==> src/rtl/move_pkg.sv <==
// Shared types and helpers for the move-control input stage.
package move_pkg;

  // Direction requested by the synchronised keys (or held by the FSM).
  typedef enum logic [1:0] {
    DIR_NONE  = 2'd0,
    DIR_LEFT  = 2'd1,
    DIR_RIGHT = 2'd2
  } dir_t;

  // Hold-to-repeat controller states.
  typedef enum logic [1:0] {
    IDLE   = 2'd0,
    ARMED  = 2'd1,
    DELAY  = 2'd2,
    REPEAT = 2'd3
  } state_t;

  // Left alone or right alone selects a direction; both keys cancel out.
  function automatic dir_t decode_dir(input logic key_l, input logic key_r);
    dir_t d;
    d = DIR_NONE;
    if (key_l && !key_r) begin
      d = DIR_LEFT;
    end else if (key_r && !key_l) begin
      d = DIR_RIGHT;
    end
    return d;
  endfunction

  // Larger of two integers, used to size the repeat counter.
  function automatic int max_int(input int a, input int b);
    return (a > b) ? a : b;
  endfunction

endpackage

==> src/rtl/key_sync.sv <==
// Two-flop synchroniser for asynchronous push-button levels.
module key_sync #(
  parameter int WIDTH = 2
) (
  input  logic             clk,
  input  logic             reset,
  input  logic [WIDTH-1:0] async_i,
  output logic [WIDTH-1:0] sync_o
);

  logic [WIDTH-1:0] meta_q;
  logic [WIDTH-1:0] sync_q;

  // First flop may go metastable; second flop gives a settled level.
  always_ff @(posedge clk) begin
    if (!reset) begin
      meta_q <= '0;
      sync_q <= '0;
    end else begin
      meta_q <= async_i;
      sync_q <= meta_q;
    end
  end

  assign sync_o = sync_q;

endmodule

==> src/rtl/move_ctrl.sv <==
// Move controller: synchronises the keys, generates the move tick and
// produces registered update_player/left/right strobes with hold-to-repeat.
module move_ctrl
  import move_pkg::*;
#(
  parameter int TICK_DIV     = 4,
  parameter int REPEAT_DELAY = 3,
  parameter int REPEAT_RATE  = 2
) (
  input  logic clk,
  input  logic reset,
  input  logic key_left,
  input  logic key_right,
  input  logic game_Over,
  output logic update_player,
  output logic left,
  output logic right
);

  localparam int TICK_W = (TICK_DIV > 1) ? $clog2(TICK_DIV) : 1;
  localparam int CNT_W  = $clog2(max_int(REPEAT_DELAY, REPEAT_RATE) + 1);

  localparam logic [TICK_W-1:0] TICK_LAST  = TICK_W'(TICK_DIV - 1);
  localparam logic [CNT_W-1:0]  DELAY_LAST = CNT_W'(REPEAT_DELAY - 1);
  localparam logic [CNT_W-1:0]  RATE_LAST  = CNT_W'(REPEAT_RATE - 1);

  logic [1:0]        keys_sync;
  dir_t              dir;

  logic [TICK_W-1:0] tick_cnt_q;
  logic [TICK_W-1:0] tick_cnt_d;
  logic              tick;

  state_t            state_q;
  state_t            state_d;
  dir_t              held_dir_q;
  dir_t              held_dir_d;
  logic [CNT_W-1:0]  rpt_cnt_q;
  logic [CNT_W-1:0]  rpt_cnt_d;
  logic [CNT_W-1:0]  rpt_limit;
  logic              emit;

  logic              upd_q;
  logic              upd_d;
  logic              left_q;
  logic              left_d;
  logic              right_q;
  logic              right_d;

  key_sync #(
    .WIDTH (2)
  ) u_key_sync (
    .clk     (clk),
    .reset   (reset),
    .async_i ({key_left, key_right}),
    .sync_o  (keys_sync)
  );

  assign dir = decode_dir(keys_sync[1], keys_sync[0]);

  // Free-running tick divider; keeps counting through game over.
  always_comb begin
    tick       = (tick_cnt_q == TICK_LAST);
    tick_cnt_d = tick ? '0 : tick_cnt_q + 1'b1;
  end

  // Tick counter register.
  always_ff @(posedge clk) begin
    if (!reset) begin
      tick_cnt_q <= '0;
    end else begin
      tick_cnt_q <= tick_cnt_d;
    end
  end

  // FSM state, held direction, repeat counter and registered strobes.
  always_ff @(posedge clk) begin
    if (!reset) begin
      state_q    <= IDLE;
      held_dir_q <= DIR_NONE;
      rpt_cnt_q  <= '0;
      upd_q      <= 1'b0;
      left_q     <= 1'b0;
      right_q    <= 1'b0;
    end else begin
      state_q    <= state_d;
      held_dir_q <= held_dir_d;
      rpt_cnt_q  <= rpt_cnt_d;
      upd_q      <= upd_d;
      left_q     <= left_d;
      right_q    <= right_d;
    end
  end

  // Next-state logic; a release or direction change beats an emit.
  always_comb begin
    state_d    = state_q;
    held_dir_d = held_dir_q;
    rpt_cnt_d  = rpt_cnt_q;
    emit       = 1'b0;
    rpt_limit  = (state_q == DELAY) ? DELAY_LAST : RATE_LAST;

    if (game_Over) begin
      state_d = IDLE;
    end else begin
      unique case (state_q)
        IDLE: begin
          if (dir != DIR_NONE) begin
            held_dir_d = dir;
            state_d    = ARMED;
          end
        end
        ARMED: begin
          // A release here is ignored so a short tap still moves once.
          if (dir != DIR_NONE) begin
            held_dir_d = dir;
          end
          if (tick) begin
            emit      = 1'b1;
            rpt_cnt_d = '0;
            state_d   = DELAY;
          end
        end
        DELAY, REPEAT: begin
          if (dir == DIR_NONE) begin
            state_d = IDLE;
          end else if (dir != held_dir_q) begin
            held_dir_d = dir;
            state_d    = ARMED;
          end else if (tick) begin
            if (rpt_cnt_q == rpt_limit) begin
              emit      = 1'b1;
              rpt_cnt_d = '0;
              state_d   = REPEAT;
            end else begin
              rpt_cnt_d = rpt_cnt_q + 1'b1;
            end
          end
        end
        default: begin
          state_d = IDLE;
        end
      endcase
    end
  end

  // Output decode: strobe plus exactly one direction qualifier on emit.
  always_comb begin
    upd_d   = emit;
    left_d  = emit && (held_dir_d == DIR_LEFT);
    right_d = emit && (held_dir_d == DIR_RIGHT);
  end

  assign update_player = upd_q;
  assign left          = left_q;
  assign right         = right_q;

endmodule

==> config.mk <==
export PLATFORM = sky130hd
export DESIGN_NAME = move_ctrl
export DESIGN_NICKNAME = d
export VERILOG_FILES = /design/src/rtl/move_pkg.sv /design/src/rtl/key_sync.sv /design/src/rtl/move_ctrl.sv
export SDC_FILE = /design/constraint.sdc
export NUM_CORES = 1
export LEC_CHECK = 0
export ABC_AREA = 1
export BUFFER_PORTS_ARGS = -buffer_cell sky130_fd_sc_hd__buf_2
export CAP_MARGIN = 20
export CELL_PAD_IN_SITES_DETAIL_PLACEMENT = 1
export CELL_PAD_IN_SITES_GLOBAL_PLACEMENT = 1
export CORE_MARGIN = 5
export CORE_UTILIZATION = 35
export DETAILED_ROUTE_END_ITERATION = 10
export PLACE_DENSITY = 0.69
export SYNTH_ARGS = -nofsm -noshare
export SYNTH_HDL_FRONTEND = slang
export SYNTH_SLANG_ARGS = --single-unit
==> constraint.sdc <==
create_clock -name clk -period 1.7 [get_ports clk]
set_input_delay 0.085 -clock clk [delete_from_list [all_inputs] [get_ports clk]]
set_output_delay 0.085 -clock clk [all_outputs]
set_load 0.005 [all_outputs]
==> out/results.ini, run 1 <==
[routing]
drc=0
drt_first_pass_iters=4
routed_wl_mm=1.51
vias=623
ant_nets=0
dr.first_iter.drc_count=5
wl_per_cell_um=10.8
vias_per_cell=4.48

[placement]
io_buffer_count=7
placed_area_um2=767
place_ws_ps=170
dp_cells=133
place_congestion=0.799
hpwl_mm=1.26

[clock_network]
path_clk_slew_ps=100
cts_sinks=15
root_buffer=clkbuf_4
cts_htree_levels=1
clockBufferDepth=2
cts_tree=yes
cts_buffers=3
clock_latency_ps=290
post-cts-setup-buffer-count=0

[synthesis]
syn_nets=108
ys.flop_type=dfxtp_1
synth_top_area_share_pct=42.7
yosys.area.top_type=dfxtp_1
synth_common_cells=nand2_1, inv_1, dfxtp_1, nor2_1, nand3_1
synth.distinct_cells=18
synth_edf_count=0
netlist_top_cells_area=dfxtp_1, nand2_1, inv_1, nor2_1, ha_1
synth_most_common_cell=nand2_1
ys_seq_elements=15
async_reset_ff_share_pct=0
avgSynthCellArea_um2=7.03
yosysWarnings=0
synthCells=100
yosysSeqAreaShare_pct=42.7
synth_area_um2=703

[die]
start_util_pct=36.2
die_h_um=54.8
die_area_um2=3010
core_um2=1940
fp.dieW_um=54.8
rows=16
ioPinCount=8

[worst_setup_path]
ff2ff_setup_slack_ps=170
crit_path_frequent_cell=nand2_1
crit_required_ps=1890
cp_cell_sequence=inv_1 > ha_1 > inv_1 > nand2_1 > a21oi_2 > nand2_1 > nand2_2 > nand3_2 > nand3_1 > nand2_1
crit_arrival_ps=1720
cp_max_fo=5
crit_type=register to register
worstSetupEndpointType=register
worst_path_max_delay_cell=dfxtp_1
slowest_delay_ps=350
startpoint_type=register

[layout]
utilization_pct=42.2
design_area_um2=820
stdcell_count=139
drive_gt1_share_pct=17.0
area_growth_pct=16.5
nets=121
n_antenna_cell=0

[timing]
finalSetupViolCount=0
post-route-period-util_pct=90.0
fin_tns_setup_ps=0
relSlewSlack_pct=82.9
hold_violations=0
fmax_ghz=0.654
tightest_slew_ps=256
final-max-slew-violation-count=0
rsz0062_at_grt=no
timing.final.crit_period_ps=1530
fin_skew_ps=2.41
holdWs_ps=81.9
setup_ws_ps=170

[grt]
grt_max_degree=11
grt_pass1_vias=656
grt_usage_pct=13.2
grt.overflow.total=0
antenna_found_initial=0
grt_pass1_wl_mm=2.74

[worst_hold_path]
hp-class=primary input to register

[power]
p_leak_nw=0.401
fin_total_pwr_mw=0.650
peakVddDrop_mv=0.458
power.density_nw_per_um2=793

[run_status]
status=finished, final reports clean

[run]
drv_cap=0

[what timing repair did]
| action | CTS | global route |
|---|---|---|
| hold buffers | 2 | 0 |
| setup endpoints to repair | 0 | 1 |
| gates resized for setup | 0 | 1 |
| endpoints found under the hold margin | 2 | 0 |
[sequential cells by signal, indices dropped and copies added (netlist names)]
register / count
rpt_cnt_q: 2
held_dir_q: 2
left: 1
u_key_sync.sync_o: 2
state_q: 2
u_key_sync.meta_q: 2
right: 1
tick_cnt_q: 2
update_player: 1
[worst max-delay path, delay by kind of cell, from the launching register on]
kind | cells | cell delay, ps
AOI/OAI and AO/OA | 1 | 130
adders and majority gates | 1 | 320
buffers and inverters | 2 | 130
DFF | 1 | 350
and+or+nand+nor | 6 | 500
[worst paths after layout]
check / start / endpoint / cells after the start
worst max register to register: u_key_sync.sync_o[0]$_SDFF_PN0_ / rpt_cnt_q[1]$_SDFFE_PN0P_ / 10
worst min-delay path: reset / u_key_sync.meta_q[1]$_SDFF_PN0_ / 3
worst min register to register: u_key_sync.meta_q[0]$_SDFF_PN0_ / u_key_sync.sync_o[0]$_SDFF_PN0_ / 2
worst max-delay path: u_key_sync.sync_o[0]$_SDFF_PN0_ / rpt_cnt_q[1]$_SDFFE_PN0P_ / 10
[where the power goes]
part / switching [mW] / internal (mW) / leakage (nW)
sequential: 0.00690 / 0.365 / 0.122
clock: 0.124 / 0.0875 / 0.0177
combinational: 0.0399 / 0.0264 / 0.261
total: 0.170 / 0.479 / 0.401
[metal layers]
layer | vias up | part of all wire, % | global-route usage, % | routed length, um
li1 | 326 | - | - | -
met1 | 286 | 46 | 14.8 | 691
met2 | 7 | 50 | 23.2 | 749
met3 | 4 | 2.6 | 2.45 | 39
met4 | 0 | 1.7 | 7.47 | 25
met5 | - | 0 | 0 | 0
[logic make-up after synthesis]
group / share of synthesized area (%)
AO/OA/AOI/OAI: 6.23
flip-flops: 42.7
buffers and inverters: 11.9
AND/OR/NAND/NOR: 33.8
adder cells (fa/ha/maj): 5.34
[cell type report]
cell class	count	area, um^2
multi-input combinational	63	324
fill	266	1120
clock inverter	1	5.00
inverter	21	78.8
sequential	15	300
tap	27	33.8
timing repair buffer	9	55.1
clock buffer	3	22.5
[placed cells by master, fill, tap and decap left out, types with 3 or more instances in the layout]
master,synthesis,routed
a21oi_1,3,3
buf_2,1,7
clkbuf_4,0,3
dfxtp_1,15,15
ha_1,3,3
inv_1,21,21
nand2_1,24,24
nand3_1,5,4
nor2_1,14,14
nor3_1,3,3
(Power assumes the default switching activity.)
==> inputs of run 2 (changes only) <==
--- a/config.mk
+++ b/config.mk
@@ -12,6 +12,7 @@
 export CELL_PAD_IN_SITES_GLOBAL_PLACEMENT = 1
 export CORE_MARGIN = 5
 export CORE_UTILIZATION = 35
+export CTS_BUF_LIST = sky130_fd_sc_hd__clkbuf_8 sky130_fd_sc_hd__clkbuf_16
 export DETAILED_ROUTE_END_ITERATION = 10
 export PLACE_DENSITY = 0.69
 export SYNTH_ARGS = -nofsm -noshare
==> run 2 against run 1 <==
  * Maximum frequency down 0.58%
  * Cell count down 1.4%
  * First-iteration DRC count up 60%
  * Sequential share of layout area up 0.28 points
  * Largest cell class unchanged
  * Clock power up 39%
  * Final area down 0.76%
  * Register-to-register slack about the same
  * Combinational power down 5.6%
  * Clock-buffer cell count unchanged
  * Routed wire length up 1.9%
  * Critical path type unchanged
  * Critical endpoint unchanged
  * Hold slack worse by 67 ps
  * Sequential power about the same
==> out/results.ini, run 2 (synthesized netlist as in run 1, its figures left out) <==
[worst_setup_path]
worst_path_max_delay_cell=dfxtp_1
cp-startpoint=u_key_sync.sync_o[0]$_SDFF_PN0_
cp_max_fo=5  ; unchanged
ff2ff_setup_slack_ps=160  ; about the same
cp_cell_sequence=inv_1 > ha_1 > inv_1 > nand2_1 > a21oi_2 > nand2_1 > nand2_2 > nand3_1 > nand3_1 > nand2_1
slowest_delay_ps=330  ; -20 ps
path_buf_inv=2  ; unchanged
critPathTopFamily=simple AND/OR/NAND/NOR gates
r2r_cells=10  ; unchanged
startpoint_type=register
crit_arrival_ps=1680  ; -40 ps
crit_required_ps=1840  ; -50 ps
rr_startpoint=u_key_sync.sync_o[0]$_SDFF_PN0_
crit_path_frequent_cell=nand2_1
crit_cells=10  ; unchanged
worstSetupEndpointType=register
crit_type=register to register

[layout]
drive_gt1_share_pct=16.4  ; -0.60 points
final_common_cell=nand2_1
seq_area_um2=300  ; unchanged
n_antenna_cell=0  ; unchanged
multiInputGateArea_um2=319  ; -1.5%
area_growth_pct=15.7
fill_cells=265  ; -0.38%
stdcell_count=137  ; -1.4%
layout.cells.most_common_list=nand2_1, inv_1, dfxtp_1, nor2_1, buf_2
nets=119  ; -1.7%

[routing]
vias=623  ; unchanged
wl_met1_um=658  ; -4.8%
wl_met3_um=53  ; +36%
met2_length_um=802  ; +7.1%
ant_nets=0  ; unchanged
drc=0  ; unchanged
routed_wl_mm=1.54  ; +1.9%
top_layer=met4
wl_per_cell_um=11.2  ; +3.4%
drt_first_pass_iters=4  ; unchanged
vias_per_cell=4.55  ; +1.5%
dr.first_iter.drc_count=8  ; +3

[timing]
tightest_slew_ps=259  ; +3.51 ps
holdWs_ps=15.0  ; -66.8 ps
relSlewSlack_pct=82.7  ; -0.23 points
fin_skew_ps=5.02  ; +2.61 ps
fmax_ghz=0.650  ; -0.58%
final-max-slew-violation-count=0  ; unchanged
hold_violations=0  ; unchanged
fin_tns_setup_ps=0  ; unchanged
post-route-period-util_pct=90.5  ; +0.52 points
timing.final.crit_period_ps=1540  ; +8.89 ps
finalSetupViolCount=0  ; unchanged
rsz0062_at_grt=no

[placement]
place_congestion=0.799  ; unchanged
io_buffer_count=7  ; unchanged
dp_cells=133  ; unchanged
hpwl_mm=1.26  ; unchanged

[clock_network]
clock_latency_ps=250  ; -40 ps
ctsHoldBuffers=0  ; -2
post-cts-setup-buffer-count=0  ; unchanged
root_buffer=clkbuf_8
cts_htree_levels=1  ; unchanged
cts_buffers=3  ; unchanged
clockBufferDepth=2  ; unchanged
path_clk_slew_ps=70  ; -30 ps
cts_tree=yes
cts_sinks=15  ; unchanged
cts-resized-gates=0  ; unchanged

[grt]
grt.overflow.total=0  ; unchanged
antenna_found_initial=0  ; unchanged
grt_pass1_vias=660  ; +0.61%
grt_pass1_wl_mm=2.77  ; +0.99%
grt_max_degree=11  ; unchanged
grt_usage_pct=13.5  ; +0.23 points

[worst_hold_path]
worstHoldStart=key_left
hp-class=primary input to register
whs_path_depth=3  ; unchanged

[power]
p_leak_nw=0.400  ; -0.25%
power.density_nw_per_um2=895  ; +13%
peakVddDrop_mv=0.717  ; +57%

[run_status]
status=finished, final reports clean

[die]
rows=16  ; unchanged
core_um2=1940  ; unchanged
die_h_um=54.8  ; unchanged
die_area_um2=3010  ; unchanged
ioPinCount=8  ; unchanged
fp.dieW_um=54.8  ; unchanged
start_util_pct=36.2  ; unchanged

[run]
drv_cap=0  ; unchanged

-- run 2: final cells by class --
type / count / share of cell area, %
clock buffer: 3 / 5.08
clock inverter: 1 / 0.615
inverter: 21 / 9.69
multi-input combinational: 63 / 39.2
sequential: 15 / 36.9
tap: 27 / 4.15
timing repair buffer: 7 / 4.31
-- run 2: path summary, 6_finish.rpt --
| check | end |
|---|---|
| setup / recovery | rpt_cnt_q[1]$_SDFFE_PN0P_ |
| hold / removal | u_key_sync.meta_q[1]$_SDFF_PN0_ |
| setup reg to reg | rpt_cnt_q[1]$_SDFFE_PN0P_ |
| hold reg to reg | u_key_sync.sync_o[1]$_SDFF_PN0_ |
-- run 2: worst register-to-register path, delay by kind of cell (launching register included) --
family	cells	cell delay, ps
DFF	1	330
AOI/OAI and AO/OA	1	130
buffers and inverters	2	130
and+or+nand+nor	6	520
adders and majority gates	1	320
-- run 2: per-layer routing --
metal / up-vias / GRT usage [%]
met4: 0 / 4.98
met3: 4 / 4.09
li1: 320 / -
met1: 291 / 14.4
met5: - / 0
met2: 8 / 24.4
-- run 2: metrics by stage --
stage | power, mW | setup WS, ps | instance area (um^2) | util (%)
2_1_floorplan | 0.425 | 327 | 703 | -
3_3_place_gp | 0.441 | 251 | 767 | 39.5
3_5_place_dp | 0.444 | 170 | 767 | 39.5
4_1_cts | 0.745 | 136 | 813 | 41.9
5_1_grt | 0.770 | 6.04 | 813 | 41.9
6_report | 0.728 | 161 | 813 | 41.9
-- run 2: power by group --
group / total, mW / internal, mW / leakage, nW / switching (mW)
combinational: 0.0626 / 0.0234 / 0.253 / 0.0391
clock: 0.293 / 0.162 / 0.0255 / 0.131
sequential: 0.372 / 0.366 / 0.122 / 0.00684
total: 0.728 / 0.551 / 0.400 / 0.177
